$ cat src/rtl/isa_pkg.sv
// Shared definitions for the ISA I/O responder.
// - isa_state_e       : responder FSM state encoding
// - ISA_FLOAT_BYTE    : value returned on SD when a read is abandoned
// - ISA_BASE_ADDR_DEF : default I/O window base
// - ISA_TIMEOUT_DEF   : default backend-ack wait limit in clk cycles
package isa_pkg;

  typedef enum logic [2:0] {
    ST_IDLE,
    ST_WR_REQ,
    ST_RD_REQ,
    ST_RD_DRIVE,
    ST_RELEASE
  } isa_state_e;

  localparam logic [7:0] ISA_FLOAT_BYTE    = 8'hFF;
  localparam logic [9:0] ISA_BASE_ADDR_DEF = 10'h220;
  localparam int         ISA_TIMEOUT_DEF   = 15;

endpackage

$ cat src/rtl/isa_strobe_sync.sv
// Two-flop synchroniser for an asynchronous active-low ISA strobe, followed by
// a falling-edge detector. All flops reset to 1 (strobe inactive).
// Ports:
//   clk      : system clock
//   reset    : asynchronous active-low reset
//   strobe_n : raw asynchronous active-low strobe from the bus
//   sync_n   : strobe synchronised to clk
//   fall     : one-cycle pulse when sync_n goes 1 -> 0
module isa_strobe_sync (
  input  logic clk,
  input  logic reset,
  input  logic strobe_n,
  output logic sync_n,
  output logic fall
);

  logic meta_q;
  logic sync_q;
  logic prev_q;

  // NOTE: sequential state uses non-blocking assignments so every flop samples
  // the pre-edge value of its neighbour; blocking here would collapse the chain.
  always_ff @(posedge clk or negedge reset) begin
    if (!reset) begin
      meta_q <= 1'b1;
      sync_q <= 1'b1;
      prev_q <= 1'b1;
    end else begin
      meta_q <= strobe_n;
      sync_q <= meta_q;
      prev_q <= sync_q;
    end
  end

  assign sync_n = sync_q;
  assign fall   = prev_q & ~sync_q;

endmodule

$ cat src/rtl/isa_io_responder.sv
// ISA I/O target for a 2^WIN_BITS-byte window at BASE_ADDR. IOW/IOR cycles
// are synchronised to clk and turned into backend write/read requests. Reads
// hold IOCHRDY low until backend data is available on SD_out.
// Ports:
//   clk, reset          : clock, asynchronous active-low reset
//   AEN                 : DMA cycle marker, strobes ignored when high
//   SA, SD_in           : ISA address and write data
//   IOW, IOR            : asynchronous active-low I/O strobes
//   SD_out, SD_oe       : read data and its bus drive enable
//   IOCHRDY             : low stretches the current ISA cycle
//   reg_addr, reg_wdata : backend register offset and write data
//   reg_wr, reg_rd      : backend requests, held until reg_ack
//   reg_rdata, reg_ack  : backend read data and completion
//   timeout_err         : one-cycle pulse when a request is abandoned
module isa_io_responder
  import isa_pkg::*;
#(
  parameter int                ADDR_W    = 10,
  parameter logic [ADDR_W-1:0] BASE_ADDR = ADDR_W'(ISA_BASE_ADDR_DEF),
  parameter int                WIN_BITS  = 4,
  parameter int                TIMEOUT   = ISA_TIMEOUT_DEF
) (
  input  logic                clk,
  input  logic                reset,
  input  logic                AEN,
  input  logic [ADDR_W-1:0]   SA,
  input  logic [7:0]          SD_in,
  input  logic                IOW,
  input  logic                IOR,
  output logic [7:0]          SD_out,
  output logic                SD_oe,
  output logic                IOCHRDY,
  output logic [WIN_BITS-1:0] reg_addr,
  output logic [7:0]          reg_wdata,
  output logic                reg_wr,
  output logic                reg_rd,
  input  logic [7:0]          reg_rdata,
  input  logic                reg_ack,
  output logic                timeout_err
);

  localparam int CNT_W = $clog2(TIMEOUT + 1);

  logic iow_sync, iow_fall;
  logic ior_sync, ior_fall;

  isa_strobe_sync u_iow_sync (
    .clk      (clk),
    .reset    (reset),
    .strobe_n (IOW),
    .sync_n   (iow_sync),
    .fall     (iow_fall)
  );

  isa_strobe_sync u_ior_sync (
    .clk      (clk),
    .reset    (reset),
    .strobe_n (IOR),
    .sync_n   (ior_sync),
    .fall     (ior_fall)
  );

  // SA/AEN are stable while a strobe is low, so they are used unsynchronised.
  logic hit;
  assign hit = !AEN && (SA[ADDR_W-1:WIN_BITS] == BASE_ADDR[ADDR_W-1:WIN_BITS]);

  isa_state_e          state_q, state_d;
  logic [CNT_W-1:0]    cnt_q, cnt_d;
  logic [7:0]          sd_out_d;
  logic                sd_oe_d, iochrdy_d, reg_wr_d, reg_rd_d, timeout_d;
  logic [WIN_BITS-1:0] reg_addr_d;
  logic [7:0]          reg_wdata_d;
  logic                timed_out;

  // cnt_q counts completed wait cycles; the last allowed one is TIMEOUT-1.
  assign timed_out = (cnt_q == CNT_W'(TIMEOUT - 1));

  // NOTE: every signal gets a hold/default value before the case statement so
  // no path leaves one unassigned, which would infer a latch.
  always_comb begin
    state_d     = state_q;
    cnt_d       = cnt_q;
    sd_out_d    = SD_out;
    sd_oe_d     = SD_oe;
    iochrdy_d   = IOCHRDY;
    reg_wr_d    = reg_wr;
    reg_rd_d    = reg_rd;
    reg_addr_d  = reg_addr;
    reg_wdata_d = reg_wdata;
    timeout_d   = 1'b0;

    case (state_q)
      ST_IDLE: begin
        if (iow_fall && hit && ior_sync) begin
          reg_addr_d  = SA[WIN_BITS-1:0];
          reg_wdata_d = SD_in;
          reg_wr_d    = 1'b1;
          cnt_d       = '0;
          state_d     = ST_WR_REQ;
        end else if (ior_fall && hit && iow_sync) begin
          reg_addr_d = SA[WIN_BITS-1:0];
          reg_rd_d   = 1'b1;
          iochrdy_d  = 1'b0;
          cnt_d      = '0;
          state_d    = ST_RD_REQ;
        end else if ((!iow_sync && !ior_sync) || iow_fall || ior_fall) begin
          // Contention or a cycle for another target: sit it out.
          state_d = ST_RELEASE;
        end
      end

      ST_WR_REQ: begin
        // Posted write: completes even if IOW has already been released.
        if (reg_ack) begin
          reg_wr_d = 1'b0;
          state_d  = ST_RELEASE;
        end else if (timed_out) begin
          reg_wr_d  = 1'b0;
          timeout_d = 1'b1;
          state_d   = ST_RELEASE;
        end else begin
          cnt_d = cnt_q + CNT_W'(1);
        end
      end

      ST_RD_REQ: begin
        if (reg_ack) begin
          sd_out_d  = reg_rdata;
          sd_oe_d   = 1'b1;
          iochrdy_d = 1'b1;
          reg_rd_d  = 1'b0;
          state_d   = ST_RD_DRIVE;
        end else if (timed_out) begin
          // Return what an undriven bus would read.
          sd_out_d  = ISA_FLOAT_BYTE;
          sd_oe_d   = 1'b1;
          iochrdy_d = 1'b1;
          reg_rd_d  = 1'b0;
          timeout_d = 1'b1;
          state_d   = ST_RD_DRIVE;
        end else begin
          cnt_d = cnt_q + CNT_W'(1);
        end
      end

      ST_RD_DRIVE: begin
        if (ior_sync) begin
          sd_oe_d = 1'b0;
          state_d = ST_IDLE;
        end
      end

      ST_RELEASE: begin
        if (iow_sync && ior_sync) state_d = ST_IDLE;
      end

      default: state_d = ST_IDLE;
    endcase
  end

  always_ff @(posedge clk or negedge reset) begin
    if (!reset) begin
      state_q     <= ST_IDLE;
      cnt_q       <= '0;
      SD_out      <= '0;
      SD_oe       <= 1'b0;
      IOCHRDY     <= 1'b1;
      reg_wr      <= 1'b0;
      reg_rd      <= 1'b0;
      reg_addr    <= '0;
      reg_wdata   <= '0;
      timeout_err <= 1'b0;
    end else begin
      state_q     <= state_d;
      cnt_q       <= cnt_d;
      SD_out      <= sd_out_d;
      SD_oe       <= sd_oe_d;
      IOCHRDY     <= iochrdy_d;
      reg_wr      <= reg_wr_d;
      reg_rd      <= reg_rd_d;
      reg_addr    <= reg_addr_d;
      reg_wdata   <= reg_wdata_d;
      timeout_err <= timeout_d;
    end
  end

endmodule
$ cat config.mk
export PLATFORM = sky130hd
export DESIGN_NAME = isa_io_responder
export DESIGN_NICKNAME = d
export VERILOG_FILES = /design/src/rtl/isa_pkg.sv /design/src/rtl/isa_strobe_sync.sv /design/src/rtl/isa_io_responder.sv
export SDC_FILE = /design/constraint.sdc
export NUM_CORES = 1
export LEC_CHECK = 0
export BUFFER_PORTS_ARGS = -buffer_cell sky130_fd_sc_hd__buf_2
export CAP_MARGIN = 20
export CELL_PAD_IN_SITES_DETAIL_PLACEMENT = 1
export CELL_PAD_IN_SITES_GLOBAL_PLACEMENT = 1
export CORE_UTILIZATION = 24
export CTS_BUF_LIST = sky130_fd_sc_hd__clkbuf_4 sky130_fd_sc_hd__clkbuf_8
export CTS_CLUSTER_DIAMETER = 30
export DETAILED_ROUTE_END_ITERATION = 16
export PLACE_DENSITY = 0.66
export SKIP_CTS_REPAIR_TIMING = 1
export SLEW_MARGIN = 10
export SYNTH_ARGS = -nofsm -noshare
export SYNTH_HDL_FRONTEND = slang
export SYNTH_SLANG_ARGS = --single-unit
$ cat constraint.sdc
create_clock -name clk -period 2.25 [get_ports clk]
set_input_delay 0.1125 -clock clk [delete_from_list [all_inputs] [get_ports clk]]
set_output_delay 0.1125 -clock clk [all_outputs]
set_load 0.01 [all_outputs]
# After elaboration in Yosys (flattened, before gate mapping)
# Cells that the tools add are included.
# word_totals
ff_bits	38
latchBits	0
ram_bits	0
rom_bits	0
in_bits	32
out_inout_bits	25
n_memories	0
# classes
addsub	1
n_mul	0
div_mod_pow	0
n_lt_le_gt_ge	0
n_eq_ne	17
n_shift	0
mux	36
n_bitwise	4
reduce_logical	28
# ops
cell	count
2-to-1 mux 3 bit	9
2-to-1 mux 4 bit	6
2-to-1 mux 8 bit	2
case mux 3 bit (5 select lines)	1
2-to-1 mux 1 bit	13
!= test 2 bit, second input constant	6
nonzero test 2 bit	6
!= test 3 bit, second input constant	3
case mux 1 bit (2 select lines)	4
case mux 4 bit (2 select lines)	1
AND reduction 4 bit	2
logical AND 1 bit	7
== test 3 x 2 -> 1 bit, second input constant	2
== test 6 bit, second input constant	1
AND reduction 2 bit	3
AND reduction 3 bit	2
AND reduction 5 bit	1
adder 4 x 1 -> 4 bit, second input constant	1
== test 4 bit, second input constant	1
!= test 4 bit, second input constant	1
== test 3 x 1 -> 1 bit, second input constant	1
== test 3 bit, second input constant	1
zero test 1 bit	3
zero test 3 bit	1
other kinds (5)	8

# Longest topological paths before layout
# Gate-level depths: netlist of run 1.
# depth
ltp_word	8
mapped_depth	6
ltp_nobuf	6

# Cells and area by module
# From an unflattened synthesis of run 1, not the netlist that was laid out.
# unflattened
cells_unflattened	122
area_unflattened_um2	1654.1
# by_module_without_submodules
mod	n_inst	cells_per_inst	area_per_inst_um2	seq_area_each_um2
isa_io_responder	1	114	1468.9	802.0
isa_strobe_sync	2	4	92.6	78.8

# Worst setup path before layout of run 1
# OpenSTA, ideal clock, no wires.
# synth_path
path_kind	register to register
start	reg u_ior_sync.sync_q (netlist: u_ior_sync.sync_n)
end	reg reg_addr[0]
setup_ps	125
t_arrival_ps	1555
required_ps	2125
slack_ps	570
stages_incl_launch_ff	5
path_buffers	0
cell_sequence	dfstp_2 > and3b_1 > o211ai_2 > nor4_4 > mux2_2
# synth_between
elab_chain_cells	6
elab_cells_between_ends	8
classes_between	mux: 1; bitwise: 2; reduce/logical: 5
# synth_rtl
item	line_no	rtl
start, declared	isa_strobe_sync.sv:18	logic sync_q;
start signal, assigned	isa_strobe_sync.sv:30	sync_q <= meta_q;
inverter 1 bit	isa_strobe_sync.sv:36	assign fall = prev_q & ~sync_q;
AND 1 bit	isa_strobe_sync.sv:36	
logical AND 1 bit (2 in series)	isa_io_responder.sv:100	end else if (ior_fall && hit && iow_sync) begin
nonzero test 2 bit (no source line)	--	
AND reduction 2 bit (no source line)	--	
end signal, assigned	isa_io_responder.sv:181	reg_addr <= reg_addr_d;
end, declared	isa_io_responder.sv:33	output logic [WIN_BITS-1:0] reg_addr,
# Parallel ways exist; a longest one is shown, timed or not.
# A chain may end at the register's enable or synchronous reset.

# Final worst setup path of run 1
# Ends and elaborated chain as after synthesis.

==> results of run 1 <==
==> layer usage <==
metal  GRT usage (%)  vias to the layer above  wire length (um)
met5               0                        -                 0
met3            3.50                        4               214
li1                -                      616                 -
met4            2.73                        0                29
met1            16.0                      643              1890
met2            18.3                       42              1830
==> state kept, by name, indices dropped and copies added (netlist names) <==
register and flops:
u_iow_sync.meta_q 1, SD_out 8, u_ior_sync.prev_q 1, cnt_q 4
u_ior_sync.sync_n 1, reg_wdata 8, timeout_err 1, IOCHRDY 1
u_iow_sync.prev_q 1, reg_wr 1, state_q 3, reg_addr 4
reg_rd 1, u_ior_sync.meta_q 1, u_iow_sync.sync_n 1, SD_oe 1
==> through the flow <==
step	worst slack, ns	instance area [um2]	hold WS (ns)
after floorplan	0.570	1670	-0.183
after global placement	0.382	2050	0.233
after detailed placement	0.336	2050	0.228
after CTS	0.328	2140	-0.0788
after global routing	0.209	2160	0.00307
final	0.360	2160	-0.0629
==> worst max-delay path by stage <==
stage / to / from / slack, ns
global route: reg_addr[3] / u_ior_sync.sync_n / 0.21
CTS: reg_addr[0] / u_ior_sync.sync_n / 0.33
global placement: reg_addr[0] / u_ior_sync.sync_n / 0.38
detailed placement: reg_addr[0] / u_ior_sync.sync_n / 0.34
floorplan: reg_addr[0] / u_ior_sync.sync_n / 0.57
finish: reg_addr[0] / u_ior_sync.sync_n / 0.36
==> final cells by class <==
type / count / share of cell area, %
Sequential cell: 38 / 44.4
Multi-Input combinational cell: 86 / 30.9
Timing Repair Buffer: 61 / 14.9
Tap cell: 80 / 4.63
Clock buffer: 7 / 4.17
Inverter: 4 / 0.695
Clock inverter: 1 / 0.232
==> logic make-up after synthesis <==
kind of cell               after synthesis  share of synthesized area [%]
adders and majority gates                2                           1.50
buffers and inverters                    9                           2.40
xor gates and xnor gates                 2                           1.05
AOI/OAI and AO/OA                       31                           13.7
and+or+nand+nor                         38                           15.2
muxes                                   13                           8.70
DFF                                     38                           57.5
==> critical path, cell delays in order, from the launching register on <==
cell and delay, ns:
dfstp_2 0.59, and3b_1 0.22, o211ai_2 0.15, nor4_4 0.42, mux2_2 0.39
==> where the power goes <==
part,leakage (nW),internal [mW],switching (mW)
clock network,0.0517,0.259,0.235
logic,0.555,0.149,0.162
registers,0.485,0.744,0.0795
==> synth_stat cells, drive strengths merged, types with 2 or more instances <==
library cell	count	area (um2)
dfrtp	31	776
mux2	12	135
o22a	8	70.1
dfstp	7	184
nor2	7	26.3
nand2	6	22.5
nand3	5	30.0
a31oi	4	25.0
inv	4	15.0
nor3	4	20.0
o21ai	4	20.0
a21oi	3	15.0
buf	3	17.5
nor2b	3	18.8
and3b	2	17.5
clkbuf	2	7.51
ha	2	25.0
nand3b	2	15.0
nor3b	2	20.0
nor4	2	27.5
nor4b	2	32.5
o22ai	2	12.5
xnor2	2	17.5
==> flow_metrics.py, run 1 <==
metrics = {
    "synth": {
        "async_flop_share_pct": 100,
        "synth_cell_types": 42,
        "syn_avg_cell_area_um2": 12.5,
        "synth_edf_count": 0,
        "postSynthCellCount": 133,
        "ys_seq_elements": 38,
        "yosys_warnings": 0,
        "synth.cell_area_um2": 1670,
        "ys_seq_area_share_pct": 57.5,
        "syn-num-nets": 167,
        "synth_ff_type": "dfrtp_1",
    },
    "finish": {
        "area.growth.synth_to_final_pct": 29.6,
        "final_cell_mix": "buf_2, dfrtp_1, mux2_2",
        "multi_input_area_um2": 668,
        "final_core_util_pct": 32.0,
        "register_area_um2": 960,
        "final_common_cell": "buf_2",
        "final_cells": 277,
        "antenna_cells": 0,
        "drive_gt1_share_pct": 47.7,
        "fillCellCount": 781,
        "nets": 230,
    },
    "timing": {
        "tightest_slew_ns": 0.855,
        "finalCritPeriodShare_pct": 84.0,
        "fmax_mhz": 529,
        "holdWs_ns": -0.0629,
        "post-route-min-period_ns": 1.89,
        "hold_violations": 31,
        "setup_violations": 0,
        "slew_violations": 0,
        "skew_ns": 0.00479,
        "max-slew-margin-rel_pct": 43.0,
        "fin_setup_tns_ns": 0,
        "rsz0062_at_grt": "false",
    },
    "global_route": {
        "grt_first_pass_wirelength_um": 6660,
        "grt_max_degree": 39,
        "track_usage_pct": 11.7,
        "grt_overflow": 0,
        "grt_pass1_vias": 1346,
        "grt_antenna_before_repair": 0,
    },
    "clock_tree": {
        "cts.htree.levels": 2,
        "cts.sinks": 38,
        "cts_tree": "built",
        "cts.clk_slew.worst_paths_ns": 0.08,
        "cts_buffers": 5,
        "clk_latency_ns": 0.28,
        "cts_max_path_buffers": 2,
        "cts_root_buf": "clkbuf_8",
    },
    "route": {
        "routed_wl_um": 3970,
        "ant_nets": 0,
        "first_pass_iters": 4,
        "drc": 0,
        "first_iter_violations": 64,
        "viasPerCell": 4.71,
        "wl_per_cell_um": 14.3,
        "vias": 1305,
    },
    "power": {
        "peakVddDrop_v": 0.000397,
        "power.leakage_nw": 1.09,
        "p_per_area_nw_per_um2": 754,
        "power.total_mw": 1.63,
    },
    "place": {
        "portBuffers": 56,
        "place.gp.congestion": 0.737,
        "dp_hpwl_um": 2900,
        "dp_cells": 267,
    },
    "floorplan": {
        "die_h_um": 85.4,
        "ioPinCount": 57,
        "core_um2": 6760,
        "die_x_um": 85.4,
        "fp-row-count": 30,
        "initial_core_util_pct": 24.7,
        "die_area_um2": 7290,
    },
    "setup_path": {
        "rrSetupSlack_ns": 0.36,
        "critical_path.startpoint_type": "flop",
        "r2r_end": "reg_addr[0]",
        "rr_worst_depth": 4,
        "crit_required_ns": 2.42,
        "crit_fanout": 7,
        "r2r-start": "u_ior_sync.sync_n",
        "critPathKind": "reg -> reg",
        "arrival_ns": 2.06,
        "end_kind": "flop",
    },
    "run": {
        "cap_violations": 0,
    },
    "run_status": {
        "violations": "hold timing",
        "status": "finished, violations left",
    },
    "worst_hold_path": {
        "holdCritPathClass": "in -> async",
    },
}
No activity file was read; power rests on OpenSTA's default activity.
==> run 2: changes to the inputs <==
clock period = 1.9 ns   (was 2.25 ns; I/O delays follow)
==> flow_metrics.py, run 2 (synthesized netlist as in run 1, its figures left out) <==
metrics = {
    "run_status": {
        "status": "finished, final reports clean",
    },
    "setup_path": {
        "cp_cell_sequence": "and3b_1, o211ai_2, nor4_4, mux2_2",
        "critical_path.startpoint_type": "flop",
        "crit_family": "flip-flops",
        "crit_fanout": 7,
        "end_kind": "flop",
        "slowest_delay_ns": 0.59,
        "path_buf_inv": 0,
        "arrival_ns": 1.96,
        "cp_slowest_cell": "dfstp_2",
        "crit_required_ns": 2.08,
        "critPathKind": "reg -> reg",
    },
    "floorplan": {
        "die_h_um": 85.4,
        "die_x_um": 85.4,
        "ioPinCount": 57,
        "die_area_um2": 7290,
        "fp-row-count": 30,
        "initial_core_util_pct": 24.7,
        "core_um2": 6760,
    },
    "finish": {
        "antenna_cells": 0,
        "final_cell_mix": "buf_2, dfrtp_1, mux2_2",
        "fillCellCount": 790,
        "top_regs": "SD_out: 8 flops, reg_wdata: 8 flops",
        "final_cells": 286,
        "area.growth.synth_to_final_pct": 33.9,
        "drive_gt1_share_pct": 49.5,
        "final_common_cell": "buf_2",
        "nets": 239,
        "design_area_um2": 2230,
    },
    "global_route": {
        "grt_antenna_before_repair": 0,
        "grt_first_pass_wirelength_um": 6570,
        "grt_max_degree": 23,
        "grt_pass1_vias": 1343,
        "track_usage_pct": 11.7,
        "grt_overflow": 0,
    },
    "timing": {
        "rsz0062_at_grt": "false",
        "setup_violations": 0,
        "post-route-min-period_ns": 1.78,
        "skew_ns": 0.00969,
        "fmax_mhz": 562,
        "finalCritPeriodShare_pct": 93.6,
        "slew_violations": 0,
        "hold_violations": 0,
        "finalWorstSetupSlack_ns": 0.121,
        "max-slew-margin-rel_pct": 66.1,
        "fin_setup_tns_ns": 0,
        "tightest_slew_ns": 0.508,
    },
    "place": {
        "dp_worst_setup_slack_ns": 0.106,
        "placed_cell_area_um2": 2110,
        "portBuffers": 56,
        "dp_hpwl_um": 2990,
        "dp_cells": 275,
        "place.gp.congestion": 0.798,
    },
    "clock_tree": {
        "cts.clk_slew.worst_paths_ns": 0.08,
        "cts_root_buf": "clkbuf_8",
        "cts_max_path_buffers": 2,
        "clk_latency_ns": 0.29,
        "cts_tree": "built",
        "cts.sinks": 38,
        "cts.htree.levels": 2,
        "cts_buffers": 5,
    },
    "power": {
        "power.leakage_nw": 1.14,
        "p_per_area_nw_per_um2": 886,
        "peakVddDrop_v": 0.000349,
    },
    "run": {
        "cap_violations": 0,
    },
    "route": {
        "wl_per_cell_um": 14.1,
        "first_pass_iters": 4,
        "ant_nets": 0,
        "drc": 0,
        "viasPerCell": 4.64,
        "routed_wl_um": 4030,
        "vias": 1326,
        "first_iter_violations": 58,
    },
    "worst_hold_path": {
        "holdCritPathClass": "in -> reg",
    },
}
==> run 2: changes by cell type in the layout (fill, tap and decap cells not counted), sizes merged <==
cell,delta
clkbuf,+1
dlygate4sd3,+1
buf,+8
clkinv,-1
==> run 2: power breakdown <==
group	switching (mW)	total, mW	internal [mW]
registers	0.0809	0.963	0.882
clock network	0.279	0.604	0.325
logic	0.214	0.411	0.197
total	0.574	1.98	1.40
==> run 2: final timing paths <==
path	start	endpoint	slack (ns)	depth (start not counted)
worst max-delay path	u_ior_sync.sync_n	reg_addr[0]	0.12	4
worst min-delay path	reg_rdata[4]	SD_out[4]	0.02	2
worst max register to register	u_ior_sync.sync_n	reg_addr[0]	0.12	4
worst min register to register	u_ior_sync.meta_q	u_ior_sync.sync_n	0.36	0
max in group asynchronous	reset	u_ior_sync.meta_q	0.98	3
min in group asynchronous	reset	cnt_q[1]	0.31	2
==> run 2: area by class of cell <==
| cell class | count | area, um2 | share of cell area (%) |
|---|---|---|---|
| multi-input cells | 86 | 668 | 29.9 |
| well taps | 80 | 100 | 4.48 |
| clock buffers | 8 | 97.6 | 4.37 |
| repair buffers | 70 | 393 | 17.6 |
| inverters | 4 | 15.0 | 0.672 |
| flip-flops and latches | 38 | 960 | 43.0 |
==> run 2: through the flow <==
step / total power [mW] / utilization [%] / hold WS, ns
2_1_floorplan: 1.20 / - / -0.201
3_3_place_gp: 1.38 / 31.2 / 0.0997
3_5_place_dp: 1.38 / 31.2 / 0.101
4_1_cts: 2.00 / 32.6 / -0.220
5_1_grt: 2.08 / 33.1 / 0.0145
6_report: 1.98 / 33.1 / 0.0182
==> run 2: worst register-to-register path: cells and delay by family (launching register included) <==
kind / cells / cell delay (ns)
AND/OR/NAND/NOR: 2 / 0.55
flip-flops: 1 / 0.59
AO/OA/AOI/OAI: 1 / 0.15
multiplexers: 1 / 0.39
==> run 2: routing by layer <==
metal,wire length [um],vias up,track usage [%],part of all wire [%]
li1,-,633,-,-
met1,1850,648,15.2,46
met2,1860,40,18.3,46
met3,255,5,3.70,6.3
met4,57,0,4.55,1.4
met5,0,-,0,0
==> run 3: changes to the inputs <==
CORE_UTILIZATION = 35   (was 24)
PLACE_DENSITY = 0.85   (was 0.66)
==> flow_metrics.py, run 3 (synthesized netlist as in run 1, its figures left out) <==
metrics = {
    "setup_path": {
        "critical_path.startpoint_type": "flop",
        "rr_worst_depth": 4,
        "crit_required_ns": 2.07,
        "slowest_delay_ns": 0.58,
        "cp_slowest_cell": "dfstp_2",
        "critPathKind": "reg -> reg",
        "r2r-start": "u_ior_sync.sync_n",
        "crit_fanout": 7,
        "critPathCapture": "reg_addr[3]",
        "cp_cell_sequence": "and3b_1, o211ai_2, nor4_4, mux2_2",
        "r2r_end": "reg_addr[3]",
        "end_kind": "flop",
        "arrival_ns": 1.95,
        "crit_start": "u_ior_sync.sync_n",
        "rrSetupSlack_ns": 0.12,
    },
    "clock_tree": {
        "cts_tree": "built",
        "cts.htree.levels": 2,
        "clk_latency_ns": 0.28,
        "cts_root_buf": "clkbuf_8",
        "cts.sinks": 38,
        "cts_max_path_buffers": 2,
        "cts.clk_slew.worst_paths_ns": 0.07,
        "cts_buffers": 5,
    },
    "power": {
        "p_sw_mw": 0.557,
        "p_seq_share_pct": 48.9,
        "power.leakage_nw": 1.12,
        "swShare_pct": 28.8,
        "peakVddDrop_v": 0.000377,
        "p_int_mw": 1.38,
        "p_per_area_nw_per_um2": 892,
        "comb_power_share_pct": 21.8,
        "clock_power_share_pct": 29.2,
    },
    "timing": {
        "skew_ns": 0.00410,
        "max-slew-margin-rel_pct": 44.4,
        "hold_violations": 0,
        "slew_violations": 0,
        "post-route-min-period_ns": 1.78,
        "tightest_slew_ns": 0.835,
        "holdWs_ns": 0.0177,
        "fmax_mhz": 563,
        "rsz0062_at_grt": "false",
        "setup_violations": 0,
        "finalCritPeriodShare_pct": 93.6,
        "fin_setup_tns_ns": 0,
    },
    "global_route": {
        "track_usage_pct": 17.6,
        "busiest_layer": "met2",
        "grt_pass1_vias": 1375,
        "grt_overflow": 0,
        "globalRouteMet2Util_pct": 30.6,
        "grt_max_degree": 39,
        "grt_antenna_before_repair": 0,
        "grt.met1_usage_pct": 21.4,
        "grtUsageMet3_pct": 2.56,
        "grt_first_pass_wirelength_um": 6780,
    },
    "finish": {
        "drive_gt1_share_pct": 48.8,
        "top_regs": "SD_out: 8 flops, reg_wdata: 8 flops",
        "nets": 236,
        "design_area_um2": 2170,
        "antenna_cells": 0,
        "final_cell_mix": "buf_2, dfrtp_1, mux2_2",
        "area.growth.synth_to_final_pct": 30.1,
        "final_common_cell": "buf_2",
        "final_cells": 255,
    },
    "route": {
        "vias": 1347,
        "drc": 0,
        "first_iter_violations": 55,
        "viasPerCell": 5.28,
        "ant_nets": 0,
        "routed_wl_um": 4070,
        "first_pass_iters": 6,
        "wl_per_cell_um": 15.9,
    },
    "floorplan": {
        "die_area_um2": 5050,
        "ioPinCount": 57,
        "fp-row-count": 24,
        "initial_core_util_pct": 37.3,
        "core_um2": 4470,
        "die_h_um": 71.0,
        "die_x_um": 71.0,
    },
    "worst_hold_path": {
        "holdCritPathClass": "in -> reg",
    },
    "place": {
        "place.gp.congestion": 0.733,
        "portBuffers": 56,
        "dp_cells": 244,
        "dp_hpwl_um": 3080,
        "placed_cell_area_um2": 2050,
    },
    "run": {
        "cap_violations": 0,
    },
    "run_status": {
        "status": "finished, final reports clean",
    },
}
-- run 3: cell types whose count changed in the layout (fill, tap and decap cells not counted) --
cell      before  now
buf_4         11    8
clkbuf_4       2    3
clkbuf_8       6    5
-- run 3: critical path, delay by kind of cell (launching register included) --
family	cells	cell delay, ns
flops	1	0.58
simple gates	2	0.55
mux	1	0.39
compound gates	1	0.15
-- run 3: power groups by stage --
stage / Sequential [mW] / Combinational [mW] / Clock [mW]
detailed placement: 0.962 / 0.417 / 0
finish: 0.947 / 0.423 / 0.566
global placement: 0.956 / 0.402 / 0
CTS: 0.948 / 0.421 / 0.589
global route: 0.959 / 0.473 / 0.613
floorplan: 0.943 / 0.261 / 0
-- run 3: cell type report --
cell class              count  area (um2)
fillers                   513        2300
flip-flops and latches     38         960
multi-input cells          86         668
repair buffers             67         370
clock buffers               8        91.3
well taps                  52        65.1
inverters                   4        15.0
-- run 3: layer usage --
layer / routed length, um / share of wire [%]
met1: 1700 / 42
met2: 2150 / 53
met3: 146 / 3.6
met4: 68 / 1.7
met5: 0 / 0
-- run 3: worst min-delay path by stage --
stage                       from                 to  cells after the start
floorplan                  reset              SD_oe                      0
global placement             IOR  u_ior_sync.meta_q                      1
detailed placement           IOR  u_ior_sync.meta_q                      1
CTS                          IOR  u_ior_sync.meta_q                      1
global route        reg_rdata[4]          SD_out[4]                      2
finish              reg_rdata[6]          SD_out[6]                      2
-- run 3: per-stage QoR --
step                utilization [%]  power (mW)  worst slack (ns)
floorplan                         -        1.20             0.220
global placement               45.8        1.36             0.170
detailed placement             45.8        1.38             0.129
CTS                            47.8        1.96             0.119
global route                   48.5        2.05            0.0207
finish                         48.5        1.94             0.123
